File: src/rtl/debounced_decoder_n.sv
// debounced_decoder_n
//   Drives active-low one-hot board LEDs from slide switches. The raw switch
//   vector is synchronised and debounced as a whole, then decoded through a
//   registered output stage. An auto-scan mode steps the lit LED round-robin.
//
// Ports:
//   clk        system clock, single domain
//   rst        synchronous, active-high reset
//   sw         raw asynchronous select vector (SEL_W bits)
//   scan_mode  raw asynchronous switch: 1 = auto-scan, 0 = manual
//   en         output enable: 0 forces all LEDs dark, nothing else is affected
//   leds       active-low one-hot (2^SEL_W bits), registered
//   idx        index currently displayed, registered
//   changed    one-cycle pulse when idx changes value
//   state_dbg  current FSM state (0 = MANUAL, 1 = SCAN)
//
// Handshake: none. All inputs are levels and all outputs are registered
// levels/pulses, so there is no combinational path from input to output.
module debounced_decoder_n #(
    parameter int SEL_W           = 2,
    parameter int DEBOUNCE_CYCLES = 12000,
    parameter int SCAN_DIV        = 6000000
) (
    input  logic                    clk,
    input  logic                    rst,
    input  logic [SEL_W-1:0]        sw,
    input  logic                    scan_mode,
    input  logic                    en,
    output logic [(1<<SEL_W)-1:0]   leds,
    output logic [SEL_W-1:0]        idx,
    output logic                    changed,
    output logic                    state_dbg
);

    localparam int OUT_W = 1 << SEL_W;
    localparam int CNT_W = (DEBOUNCE_CYCLES > 1) ? $clog2(DEBOUNCE_CYCLES) : 1;
    localparam int DIV_W = (SCAN_DIV > 1) ? $clog2(SCAN_DIV) : 1;
    localparam logic [CNT_W-1:0] CNT_MAX = CNT_W'(DEBOUNCE_CYCLES - 1);
    localparam logic [DIV_W-1:0] DIV_MAX = DIV_W'(SCAN_DIV - 1);

    typedef enum logic {
        ST_MANUAL = 1'b0,
        ST_SCAN   = 1'b1
    } state_t;

    logic [SEL_W-1:0] r_sw_s1;
    logic [SEL_W-1:0] r_sw_s2;
    logic             r_scan_s1;
    logic             r_scan_s2;
    logic [SEL_W-1:0] r_cand;
    logic [SEL_W-1:0] r_stable;
    logic [CNT_W-1:0] r_cnt;
    logic [DIV_W-1:0] r_div;
    state_t           r_state;
    logic [SEL_W-1:0] r_idx;
    logic [OUT_W-1:0] r_leds;
    logic             r_changed;

    logic [SEL_W-1:0] w_idx_next;

    // Next displayed index. Leaving scan mode takes priority over a scan
    // step that falls in the same cycle.
    always_comb begin
        w_idx_next = r_idx;
        case (r_state)
            ST_MANUAL: w_idx_next = r_stable;
            ST_SCAN: begin
                if (!r_scan_s2)
                    w_idx_next = r_stable;
                else if (r_div == DIV_MAX)
                    w_idx_next = r_idx + SEL_W'(1);
                else
                    w_idx_next = r_idx;
            end
            default: w_idx_next = r_stable;
        endcase
    end

    always_ff @(posedge clk) begin
        if (rst) begin
            r_sw_s1   <= '0;
            r_sw_s2   <= '0;
            r_scan_s1 <= 1'b0;
            r_scan_s2 <= 1'b0;
            r_cand    <= '0;
            r_stable  <= '0;
            r_cnt     <= '0;
            r_div     <= '0;
            r_state   <= ST_MANUAL;
            r_idx     <= '0;
            r_leds    <= '1;
            r_changed <= 1'b0;
        end else begin
            r_sw_s1   <= sw;
            r_sw_s2   <= r_sw_s1;
            r_scan_s1 <= scan_mode;
            r_scan_s2 <= r_scan_s1;

            // Whole-vector debounce: any bit change restarts the count; the
            // count saturates once the candidate has been accepted.
            if (r_sw_s2 != r_cand) begin
                r_cand <= r_sw_s2;
                r_cnt  <= '0;
            end else if (r_cnt == CNT_MAX) begin
                r_stable <= r_cand;
            end else begin
                r_cnt <= r_cnt + CNT_W'(1);
            end

            case (r_state)
                ST_MANUAL: begin
                    if (r_scan_s2) begin
                        r_state <= ST_SCAN;
                        r_div   <= '0;
                    end
                end
                ST_SCAN: begin
                    if (!r_scan_s2) begin
                        r_state <= ST_MANUAL;
                        r_div   <= '0;
                    end else if (r_div == DIV_MAX) begin
                        r_div <= '0;
                    end else begin
                        r_div <= r_div + DIV_W'(1);
                    end
                end
                default: begin
                    r_state <= ST_MANUAL;
                    r_div   <= '0;
                end
            endcase

            r_idx     <= w_idx_next;
            r_leds    <= en ? ~(OUT_W'(1) << w_idx_next) : '1;
            r_changed <= (w_idx_next != r_idx);
        end
    end

    assign leds      = r_leds;
    assign idx       = r_idx;
    assign changed   = r_changed;
    assign state_dbg = r_state;

endmodule

File: config.mk
export PLATFORM = sky130hd
export DESIGN_NAME = debounced_decoder_n
export DESIGN_NICKNAME = d
export VERILOG_FILES = /design/src/rtl/debounced_decoder_n.sv
export SDC_FILE = /design/constraint.sdc
export NUM_CORES = 1
export LEC_CHECK = 0
export CORE_UTILIZATION = 50
export CTS_CLUSTER_SIZE = 8
export DETAILED_ROUTE_END_ITERATION = 10
export PLACE_DENSITY = 0.68
export SLEW_MARGIN = 40
export SYNTH_ARGS = -nofsm -noshare
export SYNTH_HDL_FRONTEND = slang
export SYNTH_SLANG_ARGS = --single-unit
File: constraint.sdc
create_clock -name clk -period 5.7 [get_ports clk]
set_input_delay 1.14 -clock clk [delete_from_list [all_inputs] [get_ports clk]]
set_output_delay 1.14 -clock clk [all_outputs]
set_load 0.05 [all_outputs]
==> run summary <==
Yosys reg bits - 55
Diodes inserted - 0
Skew-Pair Late Insertion Delay - 0.31 ns
Clock root buffer - clkbuf_8
Die Wd - 73.7 µm
WL/cell - 13.3 µm
RePlAce Congestion - 0.777
Top FF cell, synth - dfxtp_1
Pwr Total - 0.686 mW
Max rail drop VDD - 0.000164 V
Worst EP required - 5.94 ns
Cells after Synth - 286
Nets - 303
Placed insts - 355
Hold Crit Class - reg2reg
Clock slew at reported path FFs - 0.09 ns
CTS tree - yes
First-pass DRT Iterations - 4
H-tree Lvls - 2
Clock skew - 0.00347 ns
Yosys top cell area share - 0.429
Post-Route Setup TNS - 0 ns
Post-synth EDFFs - 0
Die area - 0.00543 mm²
Avg Inst Size Synth - 8.98 µm²
Register area share after synthesis - 0.429
Share of layout cells above drive strength 1 - 0.0574
Hold Path Depth - 1
CP startpoint kind - primary input
Syn nets - 294
Global-route wire length before repair - 8.01 mm
Maximum root-to-sink buffer count - 2
Crit end category - flop
Final Slew Violations - 0
Max-capacitance violation count - 0
Pre-CTS setup slack - 2.34 ns
Status - finished clean
DRT Wirelength - 4.82 mm
Cell variety after synth - 48
Port bufs - 13
CTS buffer count - 5
Area contributors post-synth - dfxtp_1 43%, xnor2_1 5.1%, nand3_1 4.1%
Async SR Flop Fraction - 0
# resized after CTS - 0
WS Path Type - in2reg
Iter 0 DRT Violations - 131
Rows - 25
Initial Utilization - 0.533
Post-CTS Hold Fix Bufs - 0
CTS Sinks - 55
Die height - 73.7 µm
Period minus WS final - 3.03 ns
Final period utilization - 0.531
Post-route ant nets - 0
Area leader, netlist - dfxtp_1
CP arrival - 3.27 ns
GRT overflow - 0
Worst rel slew slack - 0.516
Tot GR Track Use - 0.191
Synthesis-to-layout area growth - 11.0%
Fin. Hold Viols - 0
Vias in the first global route - 1762
Min-Delay Endpoint - r_scan_s2$_SDFF_PP0_
# setup viols final - 0
R2r endpoint - leds[2]$_SDFF_PP1_
Dpl hpwl - 3.36 mm
Vias post-DR - 2072
Setup repair after global routing missed its margin - false
Initial antenna violation count - 0
HP Start - r_scan_s1$_SDFF_PP0_
Synthesized area - 0.00257 mm²
Worst reg-to-reg path cell count - 6
Pin count of the biggest net entering global routing - 36
Post-CTS Setup Repair Bufs - 0
Worst-margin pin slew - 0.722 ns
# IOs - 14
LEAKAGE - 0.988 nW
Pwr/cell area - 241 mW/mm²
Core Box Area - 0.00482 mm²
Worst reg2reg setup slack - 3.50 ns
Worst Slack Setup Final - 2.67 ns
Reg-to-reg startpoint - r_div[0]$_SDFFE_PP0P_
CP max FO - 35
Non-Filler Instances - 363
DRC violations left - 0
Fmax - 330 MHz
Yosys warns - 0
Via density - 5.71
final cells by class:
cell class,count,area [µm²]
fill,452,1970
timing repair buffer,13,130
inverter,7,26.3
clock buffer,6,82.6
clock inverter,2,35.0
sequential,55,1100
multi-input combinational,213,1390
tap,67,83.8
kinds of logic after synthesis:
group                    synth area share
adder cells (fa/ha/maj)           0.00974
AND/OR/NAND/NOR                     0.308
XOR/XNOR                           0.0614
buffers and inverters              0.0317
flip-flops                          0.429
AO/OA/AOI/OAI                       0.141
multiplexers                       0.0195
worst max-delay path by stage:
stage                     slack, ns  start  cells after the start                     end
after floorplan                3.55    rst                      4  r_div[12]$_SDFFE_PP0P_
after global placement         2.21    rst                      5  r_div[11]$_SDFFE_PP0P_
after detailed placement       2.34    rst                      5   r_div[7]$_SDFFE_PP0P_
after CTS                      2.65    rst                      5   r_div[7]$_SDFFE_PP0P_
after global routing           2.47    rst                      5  r_div[22]$_SDFFE_PP0P_
final                          2.67    rst                      5  r_div[22]$_SDFFE_PP0P_
worst max-delay path, stage by stage:
cell and delay [ns]:
clkdlybuf4s50_1 0.78, inv_1 0.31, o211a_2 0.64, o21ai_0 0.18
a31oi_1 0.20
layout by cell type, fill, tap and decap left out, types with 7 or more instances in the layout:
| master | n |
|---|---|
| inv_1 | 7 |
| nor2_1 | 28 |
| dfxtp_1 | 55 |
| nand4_1 | 9 |
| nand3_1 | 21 |
| xnor2_1 | 15 |
| o21ai_0 | 8 |
| a21oi_1 | 14 |
| nand2_1 | 17 |
| nor2b_1 | 10 |
| a31oi_1 | 12 |
| clkdlybuf4s50_1 | 13 |
metrics by stage:
step	cell area [µm²]	util	hold WS [ns]
CTS	2850	0.592	0.447
finish	2850	0.592	0.443
floorplan	2570	-	0.414
global route	2850	0.592	0.464
detailed placement	2730	0.567	0.424
global placement	2730	0.566	0.416
per-layer routing:
layer	GRT usage	wire (µm)	up-vias
met2	0.292	2100	22
met1	0.263	2530	977
met3	0.0439	124	7
li1	-	-	1066
met5	0	0	-
met4	0.0705	67	0
registers in the layout, indices dropped and copies added (netlist names):
signal / cells
r_cnt: 14
r_div: 23
state_dbg: 1
r_cand: 2
r_scan_s2: 1
idx: 2
r_scan_s1: 1
leds: 4
r_stable: 2
r_sw_s2: 2
r_sw_s1: 2
changed: 1
where the power goes:
part	switching, mW	internal, mW	leakage (nW)	total, mW
sequential	0.00351	0.389	0.445	0.392
combinational	0.0159	0.0100	0.481	0.0259
clock	0.126	0.142	0.0612	0.268
cell usage after synthesis, types with 3 or more instances:
| cell type | n |
|---|---|
| clkbuf_1 | 7 |
| mux2i_1 | 5 |
| o21ai_0 | 8 |
| nand3_1 | 21 |
| nand2_1 | 17 |
| or4b_1 | 3 |
| nor4_1 | 4 |
| nor2_1 | 28 |
| nand4_1 | 9 |
| and3_1 | 6 |
| xor2_1 | 3 |
| dfxtp_1 | 55 |
| a21oi_1 | 14 |
| nor3_1 | 7 |
| a41oi_1 | 3 |
| nand2b_1 | 5 |
| a31oi_1 | 12 |
| nor2b_1 | 10 |
| a22o_1 | 5 |
| inv_1 | 7 |
| xnor2_1 | 15 |
| or3_1 | 4 |
No activity file was read; power rests on OpenSTA's default activity.
